==> src/rtl/alu_sequencer_pkg.sv <==
// alu_seq_pkg: shared encodings for the multi-pass ALU sequencer.
//   op_e    : ADD / SUB / ADDX / SUBX (bit 1 = extended, bit 0 = subtract)
//   size_e  : byte / word / long / illegal
//   state_e : sequencer FSM states
//   FLAG_*  : bit positions inside the {X,N,Z,V,C} flag vector
package alu_seq_pkg;
   typedef enum logic [1:0] {OP_ADD = 2'b00, OP_SUB = 2'b01, OP_ADDX = 2'b10, OP_SUBX = 2'b11} op_e;
   typedef enum logic [1:0] {SZ_BYTE = 2'b00, SZ_WORD = 2'b01, SZ_LONG = 2'b10, SZ_ILL = 2'b11} size_e;
   typedef enum logic [1:0] {IDLE, LO, HI, DONE} state_e;
   localparam int FLAG_X = 4;
   localparam int FLAG_N = 3;
   localparam int FLAG_Z = 2;
   localparam int FLAG_V = 1;
   localparam int FLAG_C = 0;
endpackage

==> src/rtl/alu_sequencer_if.sv <==
// alu_sequencer_if: decoder-side request bus and write-back result bus.
//   start/op/size/src/dst/x_in/z_in : request from the decoder
//   busy/done/result/flags          : status and write-back data
//   master = decoder side, slave = sequencer side
interface alu_sequencer_if #(parameter int bits = 16);
   logic                start;
   logic [1:0]          op;
   logic [1:0]          size;
   logic [2*bits-1:0]   src;
   logic [2*bits-1:0]   dst;
   logic                x_in;
   logic                z_in;
   logic                busy;
   logic                done;
   logic [2*bits-1:0]   result;
   logic [4:0]          flags;
   modport master (output start, op, size, src, dst, x_in, z_in, input busy, done, result, flags);
   modport slave (input start, op, size, src, dst, x_in, z_in, output busy, done, result, flags);
endinterface

==> src/rtl/alu_sequencer_slice.sv <==
// alu_slice: combinational bits-wide adder/subtractor reused by every pass.
//   i_a, i_b   : operands (subtract computes i_a - i_b)
//   i_cin      : carry-in for add, borrow-in for subtract
//   i_sub      : 1 = subtract
//   o_sum      : slice result
//   o_co_half  : carry/borrow out of bit bits/2-1, o_co_full out of bit bits-1
//   o_v_half   : signed overflow at bit bits/2-1, o_v_full at bit bits-1
module alu_slice #(parameter int bits = 16) (
   input  logic [bits-1:0] i_a,
   input  logic [bits-1:0] i_b,
   input  logic            i_cin,
   input  logic            i_sub,
   output logic [bits-1:0] o_sum,
   output logic            o_co_half,
   output logic            o_co_full,
   output logic            o_v_half,
   output logic            o_v_full
);
   localparam int h  = bits / 2;
   localparam int hw = bits - h;
   logic [bits-1:0] w_b;
   logic            w_c0;
   logic [h:0]      w_lo;
   logic [hw:0]     w_hi;
   // Subtraction is a + ~b + 1 - borrow, so the adder carry-in is the inverted borrow.
   assign w_b  = i_sub ? ~i_b : i_b;
   assign w_c0 = i_sub ? ~i_cin : i_cin;
   assign w_lo = {1'b0, i_a[h-1:0]} + {1'b0, w_b[h-1:0]} + (h+1)'(w_c0);
   assign w_hi = {1'b0, i_a[bits-1:h]} + {1'b0, w_b[bits-1:h]} + (hw+1)'(w_lo[h]);
   assign o_sum = {w_hi[hw-1:0], w_lo[h-1:0]};
   // Carry outputs are re-inverted for subtract so they can be chained straight back into i_cin.
   assign o_co_half = w_lo[h] ^ i_sub;
   assign o_co_full = w_hi[hw] ^ i_sub;
   assign o_v_half  = (i_a[h-1] == w_b[h-1]) && (o_sum[h-1] != i_a[h-1]);
   assign o_v_full  = (i_a[bits-1] == w_b[bits-1]) && (o_sum[bits-1] != i_a[bits-1]);
endmodule

==> src/rtl/alu_sequencer.sv <==
// alu_sequencer: multi-pass byte/word/long ADD/SUB/ADDX/SUBX controller with 68000 flags.
//   clk   : clock, all state on the rising edge
//   reset : synchronous active-high reset
//   bus   : alu_sequencer_if slave (request in, busy/done/result/flags out)
module alu_sequencer
   import alu_seq_pkg::*;
#(parameter int bits = 16) (
   input logic            clk,
   input logic            reset,
   alu_sequencer_if.slave bus
);
   localparam int h = bits / 2;
   state_e              r_state, w_next;
   op_e                 r_op;
   size_e               r_size;
   logic [2*bits-1:0]   r_src, r_dst, r_result;
   logic                r_x, r_z, r_carry;
   logic [bits-1:0]     r_lo;
   logic [4:0]          r_flags;
   logic                w_accept, w_last, w_cin, w_co_half, w_co_full, w_v_half, w_v_full;
   logic                w_c, w_n, w_v, w_zero;
   logic [bits-1:0]     w_a, w_b, w_sum;
   logic [2*bits-1:0]   w_res;
   logic [4:0]          w_flags;
   assign w_accept = (r_state == IDLE || r_state == DONE) && bus.start && bus.size != SZ_ILL;
   always_comb begin
      w_next = r_state;
      w_next = w_accept ? LO :
               r_state == LO ? (r_size == SZ_LONG ? HI : DONE) :
               r_state == HI ? DONE :
               r_state == DONE ? IDLE : r_state;
   end
   // One slice serves both passes: LO works on the low halves, HI on the upper halves.
   assign w_a   = r_state == HI ? r_dst[2*bits-1:bits] : r_dst[bits-1:0];
   assign w_b   = r_state == HI ? r_src[2*bits-1:bits] : r_src[bits-1:0];
   assign w_cin = r_state == HI ? r_carry : (r_op[1] & r_x);
   alu_slice #(.bits(bits)) u_slice (
      .i_a       (w_a),
      .i_b       (w_b),
      .i_cin     (w_cin),
      .i_sub     (r_op[0]),
      .o_sum     (w_sum),
      .o_co_half (w_co_half),
      .o_co_full (w_co_full),
      .o_v_half  (w_v_half),
      .o_v_full  (w_v_full)
   );
   // Final-pass result: bits above the operand size keep the latched destination.
   always_comb begin
      w_flags = '0;
      w_last  = (r_state == LO && r_size != SZ_LONG) || r_state == HI;
      w_res   = r_state == HI ? {w_sum, r_lo} :
                r_size == SZ_BYTE ? {r_dst[2*bits-1:h], w_sum[h-1:0]} : {r_dst[2*bits-1:bits], w_sum};
      w_zero  = r_size == SZ_BYTE ? w_res[h-1:0] == '0 :
                r_size == SZ_WORD ? w_res[bits-1:0] == '0 : w_res == '0;
      w_n     = r_size == SZ_BYTE ? w_res[h-1] : r_size == SZ_WORD ? w_res[bits-1] : w_res[2*bits-1];
      w_c     = r_size == SZ_BYTE ? w_co_half : w_co_full;
      w_v     = r_size == SZ_BYTE ? w_v_half : w_v_full;
      w_flags[FLAG_X] = w_c;
      w_flags[FLAG_N] = w_n;
      w_flags[FLAG_Z] = w_zero & (~r_op[1] | r_z);
      w_flags[FLAG_V] = w_v;
      w_flags[FLAG_C] = w_c;
   end
   always_ff @(posedge clk) begin
      if (reset) begin
         r_state  <= IDLE;
         r_op     <= OP_ADD;
         r_size   <= SZ_BYTE;
         r_src    <= '0;
         r_dst    <= '0;
         r_x      <= 1'b0;
         r_z      <= 1'b0;
         r_carry  <= 1'b0;
         r_lo     <= '0;
         r_result <= '0;
         r_flags  <= '0;
      end else begin
         r_state <= w_next;
         if (w_accept) begin
            r_op   <= op_e'(bus.op);
            r_size <= size_e'(bus.size);
            r_src  <= bus.src;
            r_dst  <= bus.dst;
            r_x    <= bus.x_in;
            r_z    <= bus.z_in;
         end
         if (r_state == LO) begin
            r_lo    <= w_sum;
            r_carry <= w_co_full;
         end
         if (w_last) begin
            r_result <= w_res;
            r_flags  <= w_flags;
         end
      end
   end
   assign bus.busy   = r_state == LO || r_state == HI;
   assign bus.done   = r_state == DONE;
   assign bus.result = r_result;
   assign bus.flags  = r_flags;
endmodule

==> src/flat_wrapper.sv <==
// flat-port wrapper written by rule: the top's interface ports become plain ports
module alu_sequencer_flat import alu_seq_pkg::*;
#(parameter int bits = 16)
  (clk, reset, bus_start, bus_op, bus_size, bus_src, bus_dst, bus_x_in, bus_z_in, bus_busy, bus_done, bus_result, bus_flags);
  alu_sequencer_if #(.bits(bits)) bus_i ();
  input logic clk;
  input logic reset;
  input wire logic [$bits(bus_i.start)-1:0] bus_start;
  input wire logic [$bits(bus_i.op)-1:0] bus_op;
  input wire logic [$bits(bus_i.size)-1:0] bus_size;
  input wire logic [$bits(bus_i.src)-1:0] bus_src;
  input wire logic [$bits(bus_i.dst)-1:0] bus_dst;
  input wire logic [$bits(bus_i.x_in)-1:0] bus_x_in;
  input wire logic [$bits(bus_i.z_in)-1:0] bus_z_in;
  output wire logic [$bits(bus_i.busy)-1:0] bus_busy;
  output wire logic [$bits(bus_i.done)-1:0] bus_done;
  output wire logic [$bits(bus_i.result)-1:0] bus_result;
  output wire logic [$bits(bus_i.flags)-1:0] bus_flags;
  assign bus_i.start = bus_start;
  assign bus_i.op = bus_op;
  assign bus_i.size = bus_size;
  assign bus_i.src = bus_src;
  assign bus_i.dst = bus_dst;
  assign bus_i.x_in = bus_x_in;
  assign bus_i.z_in = bus_z_in;
  assign bus_busy = bus_i.busy;
  assign bus_done = bus_i.done;
  assign bus_result = bus_i.result;
  assign bus_flags = bus_i.flags;
  alu_sequencer #(.bits(bits)) u_core (.clk(clk), .reset(reset), .bus(bus_i));
endmodule
==> config.mk <==
export PLATFORM = sky130hd
export DESIGN_NAME = alu_sequencer_flat
export DESIGN_NICKNAME = d
export VERILOG_FILES = /design/src/rtl/alu_sequencer_pkg.sv /design/src/rtl/alu_sequencer_if.sv /design/src/rtl/alu_sequencer_slice.sv /design/src/rtl/alu_sequencer.sv /design/src/flat_wrapper.sv
export SDC_FILE = /design/constraint.sdc
export NUM_CORES = 1
export LEC_CHECK = 0
export CAP_MARGIN = 20
export CORE_ASPECT_RATIO = 0.75
export CORE_MARGIN = 4
export CORE_UTILIZATION = 48
export DETAILED_ROUTE_END_ITERATION = 16
export GPL_TIMING_DRIVEN = 0
export PLACE_DENSITY = 0.78
export SYNTH_ARGS = -nofsm -noshare
export SYNTH_HDL_FRONTEND = slang
export SYNTH_SLANG_ARGS = --single-unit
==> constraint.sdc <==
create_clock -name clk -period 5.66 [get_ports clk]
set_input_delay 0.566 -clock clk [delete_from_list [all_inputs] [get_ports clk]]
set_output_delay 0.566 -clock clk [all_outputs]
set_load 0.01 [all_outputs]
# ---- After elaboration in Yosys (flattened, before gate mapping)
# Index checks and enable logic that the tools add are counted.
dict set report word_totals {
  latchBits 0
  register_bits 126
  mem_count 0
  mem_bits_rw 0
  rom_bits 0
}
dict set report op_classes {
  bitwise 8
  n_eq_ne 11
  reduce_logical 16
  n_mul 0
  div 0
  n_mux 18
  n_addsub 4
  order_cmp 0
  shift 0
}
# cell n
set op_table {}
lappend op_table {{two-way mux 16 bit} 4}
lappend op_table {{zero test 32 bit} 1}
lappend op_table {{two-way mux 32 bit} 1}
lappend op_table {{adder 8 x 8 -> 9 bit} 2}
lappend op_table {{adder 9 x 1 -> 9 bit} 2}
lappend op_table {{zero test 16 bit} 1}
lappend op_table {{NOT 16 bit} 1}
lappend op_table {{two-way mux 1 bit} 10}
lappend op_table {{zero test 8 bit} 1}
lappend op_table {{== test 2 bit, second input constant} 3}
lappend op_table {{two-way mux 2 bit} 3}
lappend op_table {{logical AND 1 bit} 5}
lappend op_table {{== test 2 x 1 -> 1 bit, second input constant} 2}
lappend op_table {{zero test 2 bit} 2}
lappend op_table {{!= test 2 bit, second input constant} 2}
lappend op_table {{nonzero test 4 bit} 1}
lappend op_table {{logical OR 1 bit} 3}
lappend op_table {{nonzero test 3 bit} 1}
lappend op_table {{bitwise AND 1 bit} 2}
lappend op_table {{== test 1 bit} 2}
lappend op_table {{!= test 1 bit} 2}
lappend op_table {{NOT 1 bit} 2}
lappend op_table {{OR reduction 2 bit} 1}
lappend op_table {{XOR 1 bit} 2}
lappend op_table {{OR 1 bit} 1}

# ---- Longest topological paths before layout
dict set report depth {
  depth_word 13
  depth_mapped 25
  ltp_nobuf 23
}

# ---- Hierarchy
# A second synthesis with hierarchy kept.
dict set report unflattened {
  hier_cells 742
  area_unflattened_um2 6296.0
}
# module instances cells_each area_each_um2 seq_area_each_um2
set by_module_without_submodules {}
lappend by_module_without_submodules {alu_sequencer 1 632 5401.4 2502.4}
lappend by_module_without_submodules {alu_slice 1 110 894.6 0.0}

# ---- Least setup slack after synthesis
# Ideal clock, no wire load.
dict set report synth_path {
  path_type {reg-to-reg}
  start {register u_core.r_state[0]}
  end {register u_core.r_flags[2], in the netlist u_core.bus.flags[2]}
  path_stages_with_launch 25
  arrival_ns 5.765
  path_buffers 4
  setup_ns 0.059
  slack_ns -0.164
  synth_period_minus_slack_ns 5.824
  cell_sequence {dfxtp_1 inv_1 ha_1 buf_2 buf_1 buf_2 buf_1 mux2_2 fa_1 fa_1 a211oi_1 o21bai_1 a21oi_1 nor2_1 a211oi_1 fa_1 fa_1 nor2b_4 o31ai_2 xnor2_1 mux2_4 nor4b_1 nand4_1 o32ai_1 a31o_1}
}
dict set report synth_between {
  elab_chain_cells 13
  word_cells_on_any_way 23
}
# item line_no
set synth_rtl {}
lappend synth_rtl {{start, declared} alu_sequencer.sv:13} ;# state_e r_state, w_next;
lappend synth_rtl {{start signal, assigned} alu_sequencer.sv:79} ;# r_state <= w_next;
lappend synth_rtl {{== test 2 bit} -}
lappend synth_rtl {{two-way mux 16 bit} alu_sequencer.sv:35} ;# assign w_b = r_state == HI ? r_src[2*bits-1:bits] : r_src[bits-1:0];
lappend synth_rtl {{NOT 16 bit} alu_sequencer_slice.sv:26} ;# assign w_b = i_sub ? ~i_b : i_b;
lappend synth_rtl {{two-way mux 16 bit} alu_sequencer_slice.sv:26}
lappend synth_rtl {{adder 8 x 8 -> 9 bit} alu_sequencer_slice.sv:28} ;# assign w_lo = {1'b0, i_a[h-1:0]} + {1'b0, w_b[h-1:0]} + (h+1)'(w_c0);
lappend synth_rtl {{adder 9 x 1 -> 9 bit} alu_sequencer_slice.sv:28}
lappend synth_rtl {{adder 9 x 1 -> 9 bit} alu_sequencer_slice.sv:29} ;# assign w_hi = {1'b0, i_a[bits-1:h]} + {1'b0, w_b[bits-1:h]} + (hw+1)'(w_lo[h]);
lappend synth_rtl {{two-way mux 16 bit} alu_sequencer.sv:53} ;# r_size == SZ_BYTE ? {r_dst[2*bits-1:h], w_sum[h-1:0]} : {r_dst[2*bits-1:bits], w_sum};
lappend synth_rtl {{two-way mux 32 bit} alu_sequencer.sv:52} ;# w_res = r_state == HI ? {w_sum, r_lo} :
lappend synth_rtl {{zero test 32 bit or zero test 16 bit (tied branches)} alu_sequencer.sv:55} ;# r_size == SZ_WORD ? w_res[bits-1:0] == '0 : w_res == '0;
lappend synth_rtl {{two-way mux 1 bit} alu_sequencer.sv:55}
lappend synth_rtl {{two-way mux 1 bit} alu_sequencer.sv:54} ;# w_zero = r_size == SZ_BYTE ? w_res[h-1:0] == '0 :
lappend synth_rtl {{bitwise AND 1 bit} alu_sequencer.sv:61} ;# w_flags[FLAG_Z] = w_zero & (~r_op[1] | r_z);
lappend synth_rtl {{end signal, assigned} alu_sequencer.sv:94} ;# r_flags <= w_flags;
lappend synth_rtl {{end, declared} alu_sequencer.sv:19} ;# logic [4:0] r_flags;
# Several ways; a longest one is shown, not always the timed one.
# A chain may end at the register's enable or synchronous reset.

# ---- Final worst setup path
# Ends and elaborated chain as after synthesis.

==> flow_summary.rst <==
.. list-table::
   :header-rows: 1

   * - Metric
     - Value
   * - Synth warnings
     - 0
   * - Die boundary width
     - approximately 140 um
   * - Post-route minimum period
     - between 5000 and 6000 ps
   * - Data arrival at the endpoint of the critical path
     - 5880 ps
   * - Most common library cell in the layout ignoring fill and taps
     - nand2_1
   * - Main combinational cell family by area after synthesis
     - simple AND/OR/NAND/NOR gates
   * - Biggest cell delay along the critical path
     - between 300 and 400 ps
   * - Net count after synthesis
     - about 870
   * - Clock tree from TritonCTS
     - done
   * - Net count reported at finish
     - about 1000
   * - Crit path launch type
     - flip-flop
   * - Family with the most delay on the worst path
     - adder cells
   * - Number of instances in the synthesized netlist
     - 770
   * - Final weighted congestion in routability-driven placement
     - slightly below 1
   * - CTS buffer count
     - 17
   * - CTS Buffer Depth
     - 2
   * - Maximum vdd ir drop
     - approximately 0.00028 V
   * - Buffers & Inverters on Critical Path
     - 5
   * - Die Y-Extent
     - 107 um
   * - Critical-path top delay cell
     - fa_2
   * - Design Power
     - roughly 3500 uW
   * - Final design utilization
     - 67.4%
   * - Max Transition Viols Final
     - 0
   * - Ratio of total power to cell area
     - between 400 and 500 mW/mm^2
   * - Post-synthesis sequential area ratio
     - approximately two fifths
   * - Total track usage
     - between 20% and 30%
   * - Detailed-router iteration count before antenna repair
     - 6
   * - Vias in the first global route
     - 5653
   * - Post-synthesis cell area
     - between 0.006 and 0.007 mm^2
   * - Combinational power share
     - 33.7%
   * - Number of maximum-capacitance constraint violations
     - 0
   * - Yosys reg bits
     - about 130
   * - Total gr overflow
     - 0
   * - Most frequent cells in the layout
     - 168 x nand2_1, 125 x dfxtp_1, 110 x clkdlybuf4s50_1
   * - Count of pins on the block boundary
     - about 110
   * - Later-pin clock latency in the skew report
     - 420 ps
   * - Type of the worst min-delay path
     - flip-flop to flip-flop
   * - Maximum level of the CTS H-tree
     - 4
   * - Row count
     - 35
   * - Wirelength per Cell
     - roughly 19 um
   * - Placeable Area
     - between 0.01 and 0.015 mm^2
   * - Total number of cells along the worst setup path
     - 26
   * - Setup Viol. Count Final
     - 0
   * - Layout overhead on the synthesized area
     - 34.6%
   * - Measured slew at the worst slew-check pin
     - 862 ps
   * - Clock power frac
     - between 30% and 40%
   * - CP Capture Type
     - flip-flop
   * - Total leakage power
     - between 0.003 and 0.004 uW
   * - Adder and majority gate portion of the synthesized area
     - 4.85%
   * - Library cell used as clock root buffer
     - clkbuf_16
   * - Placed cell count
     - about 1000
   * - Area of the die
     - roughly 0.015 mm^2
   * - Xor and xnor fraction of the mapped netlist area
     - 3.90%
   * - Maximum fanout count along the critical path
     - 10
   * - Sw Pwr
     - between 1000 and 1500 uW
   * - Smallest setup slack after layout
     - 134 ps
   * - DPL Wire Length
     - 14800 um
   * - Depth of the worst register-to-register path
     - 26
   * - Setup repair after global routing missed its margin
     - false
   * - Fin crit share
     - between 90% and 100%
   * - Primary flip-flop cell chosen by synthesis mapping
     - dfxtp_1
   * - Initial Util
     - between 50% and 60%
   * - Mux contribution to synthesized area
     - a little over a tenth
   * - First-pass GRT wire length
     - a little over 30000 um
   * - Share of post-route cells with drive strength above 1
     - between 10% and 20%
   * - Simple-gate portion of the synthesized area
     - between 10% and 20%
   * - Distinct cell type count after synthesis
     - 60
   * - Skew final
     - ~12 ps
   * - Asr flop ratio synth
     - 0%
   * - Hold Path Depth
     - 2
   * - Number of antenna diodes
     - 0
   * - Number of buffers inserted by hold repair at cts
     - 0
   * - Max Clk Rate
     - about 180 MHz
   * - Antenna violations before repair
     - 0
   * - Worst slack at placement
     - -1250 ps
   * - Reg power frac
     - 31.6%
   * - Count of placed standard cells in the final layout, fillers left out
     - around 1100
   * - Via total after detailed routing
     - 6102
   * - WL final
     - ~20000 um
   * - Most used cell, CP
     - fa_2
   * - Clock transition time at the flip-flop clock pins of the worst setup and hold paths
     - ~60 ps
   * - Number of nets with antenna violations after routing
     - 0
   * - Largest net degree at the start of global routing
     - 17
   * - Number of input and output port buffers inserted
     - 110
   * - Per-instance average area after synthesis
     - roughly 8.2 um^2
   * - Max_slew headroom
     - around 43%
   * - Remaining routing DRC violations
     - 0
   * - Final hold violation count
     - 0
   * - Critical path class
     - flip-flop to flip-flop
   * - Mean number of vias per cell
     - roughly 5.7
   * - Internal power component
     - 2310 uW
   * - Starting DRC count in detailed routing
     - around 570
   * - Number of synthesized flops with an enable pin
     - 0
   * - Status
     - completed
   * - Compound-gate portion of the synthesized area
     - around 16%
   * - Number of clock sinks seen by CTS
     - 125
   * - Critical path required time
     - ~6000 ps
   * - Net Sw Frac
     - roughly 34%
[registers in the layout, indices dropped and copies added, names as in the netlist]
register,flops
u_core.bus.flags,4
u_core.r_z,1
u_core.r_dst,32
u_core.r_src,32
u_core.r_carry,1
u_core.r_x,1
u_core.r_op,2
u_core.r_state,2
u_core.bus.result,32
u_core.r_size,2
u_core.r_lo,16
[Yosys cell counts (3+ instances only)]
library cell | instances | area (um^2)
mux2_2 | 14 | 158
a21oi_1 | 97 | 485
dfxtp_1 | 125 | 2500
or2_1 | 3 | 18.8
and2_1 | 3 | 18.8
xnor2_1 | 25 | 219
o21ai_1 | 3 | 15.0
nand4_1 | 3 | 18.8
nor2b_1 | 4 | 25.0
o21ai_0 | 8 | 40.0
nand3_1 | 3 | 15.0
inv_1 | 9 | 33.8
a211oi_1 | 32 | 240
xor2_1 | 3 | 26.3
clkbuf_1 | 33 | 124
buf_1 | 11 | 41.3
a21o_1 | 3 | 22.5
buf_2 | 9 | 45.0
and3_1 | 5 | 31.3
fa_1 | 4 | 80.1
nand2_1 | 168 | 631
ha_1 | 18 | 225
a211o_1 | 3 | 26.3
nor3_1 | 18 | 90.1
nor2_1 | 77 | 289
mux2i_1 | 48 | 480
[path summary, 6_finish.rpt]
path | slack [ps] | start | end
worst max-delay path | 130 | u_core.r_state[0] | u_core.bus.flags[2]
worst min-delay path | 450 | u_core.r_src[1] | u_core.r_src[1]
worst max register to register | 130 | u_core.r_state[0] | u_core.bus.flags[2]
worst min register to register | 450 | u_core.r_src[1] | u_core.r_src[1]
[logic make-up after synthesis]
family                     Yosys count
and+or+nand+nor                    297
AOI/OAI and AO/OA                  168
DFF                                125
buffers and inverters               65
muxes                               65
xor gates and xnor gates            28
adders and majority gates           22
[tightest hold or removal path: stages, from the launching register on]
cell     delay, ps
dfxtp_1        310
nand2_1         50
a21oi_1         50
[power groups by stage]
stage	Combinational (uW)	Sequential, uW	Clock, uW
floorplan	690	1120	0
global placement	1090	1120	0
detailed placement	1110	1120	0
CTS	1150	1110	1220
global route	1270	1120	1270
finish	1190	1110	1220
[cell type report]
class	count	area, um^2
buffer	56	313
clock inverter	15	234
inverter	9	33.8
clock buffer	17	425
multi-input combinational	580	3640
fill	1039	4100
tap	166	208
timing repair buffer	112	1120
sequential	125	2500
[metrics by stage]
step	setup TNS (ps)	hold slack, ps	cell area (um^2)
after floorplan	0	432	6300
after global placement	-10150	443	7610
after global routing	0	468	8470
final	0	455	8470
after detailed placement	-10130	446	7610
after CTS	0	454	8390
[metal layers]
metal,GRT usage [%],routed length (um),vias up
met2,38.5,8570,329
li1,-,-,2905
met4,6.43,367,0
met3,6.60,2000,42
met5,0,0,-
met1,37.8,9150,2826
[what timing repair did]
action / in CTS / in global routing
resized for setup: 32 / 16
endpoints found under the setup margin: 25 / 2
pin swaps: 5 / 4
setup buffers: 2 / 0
(Power assumes the default switching activity.)
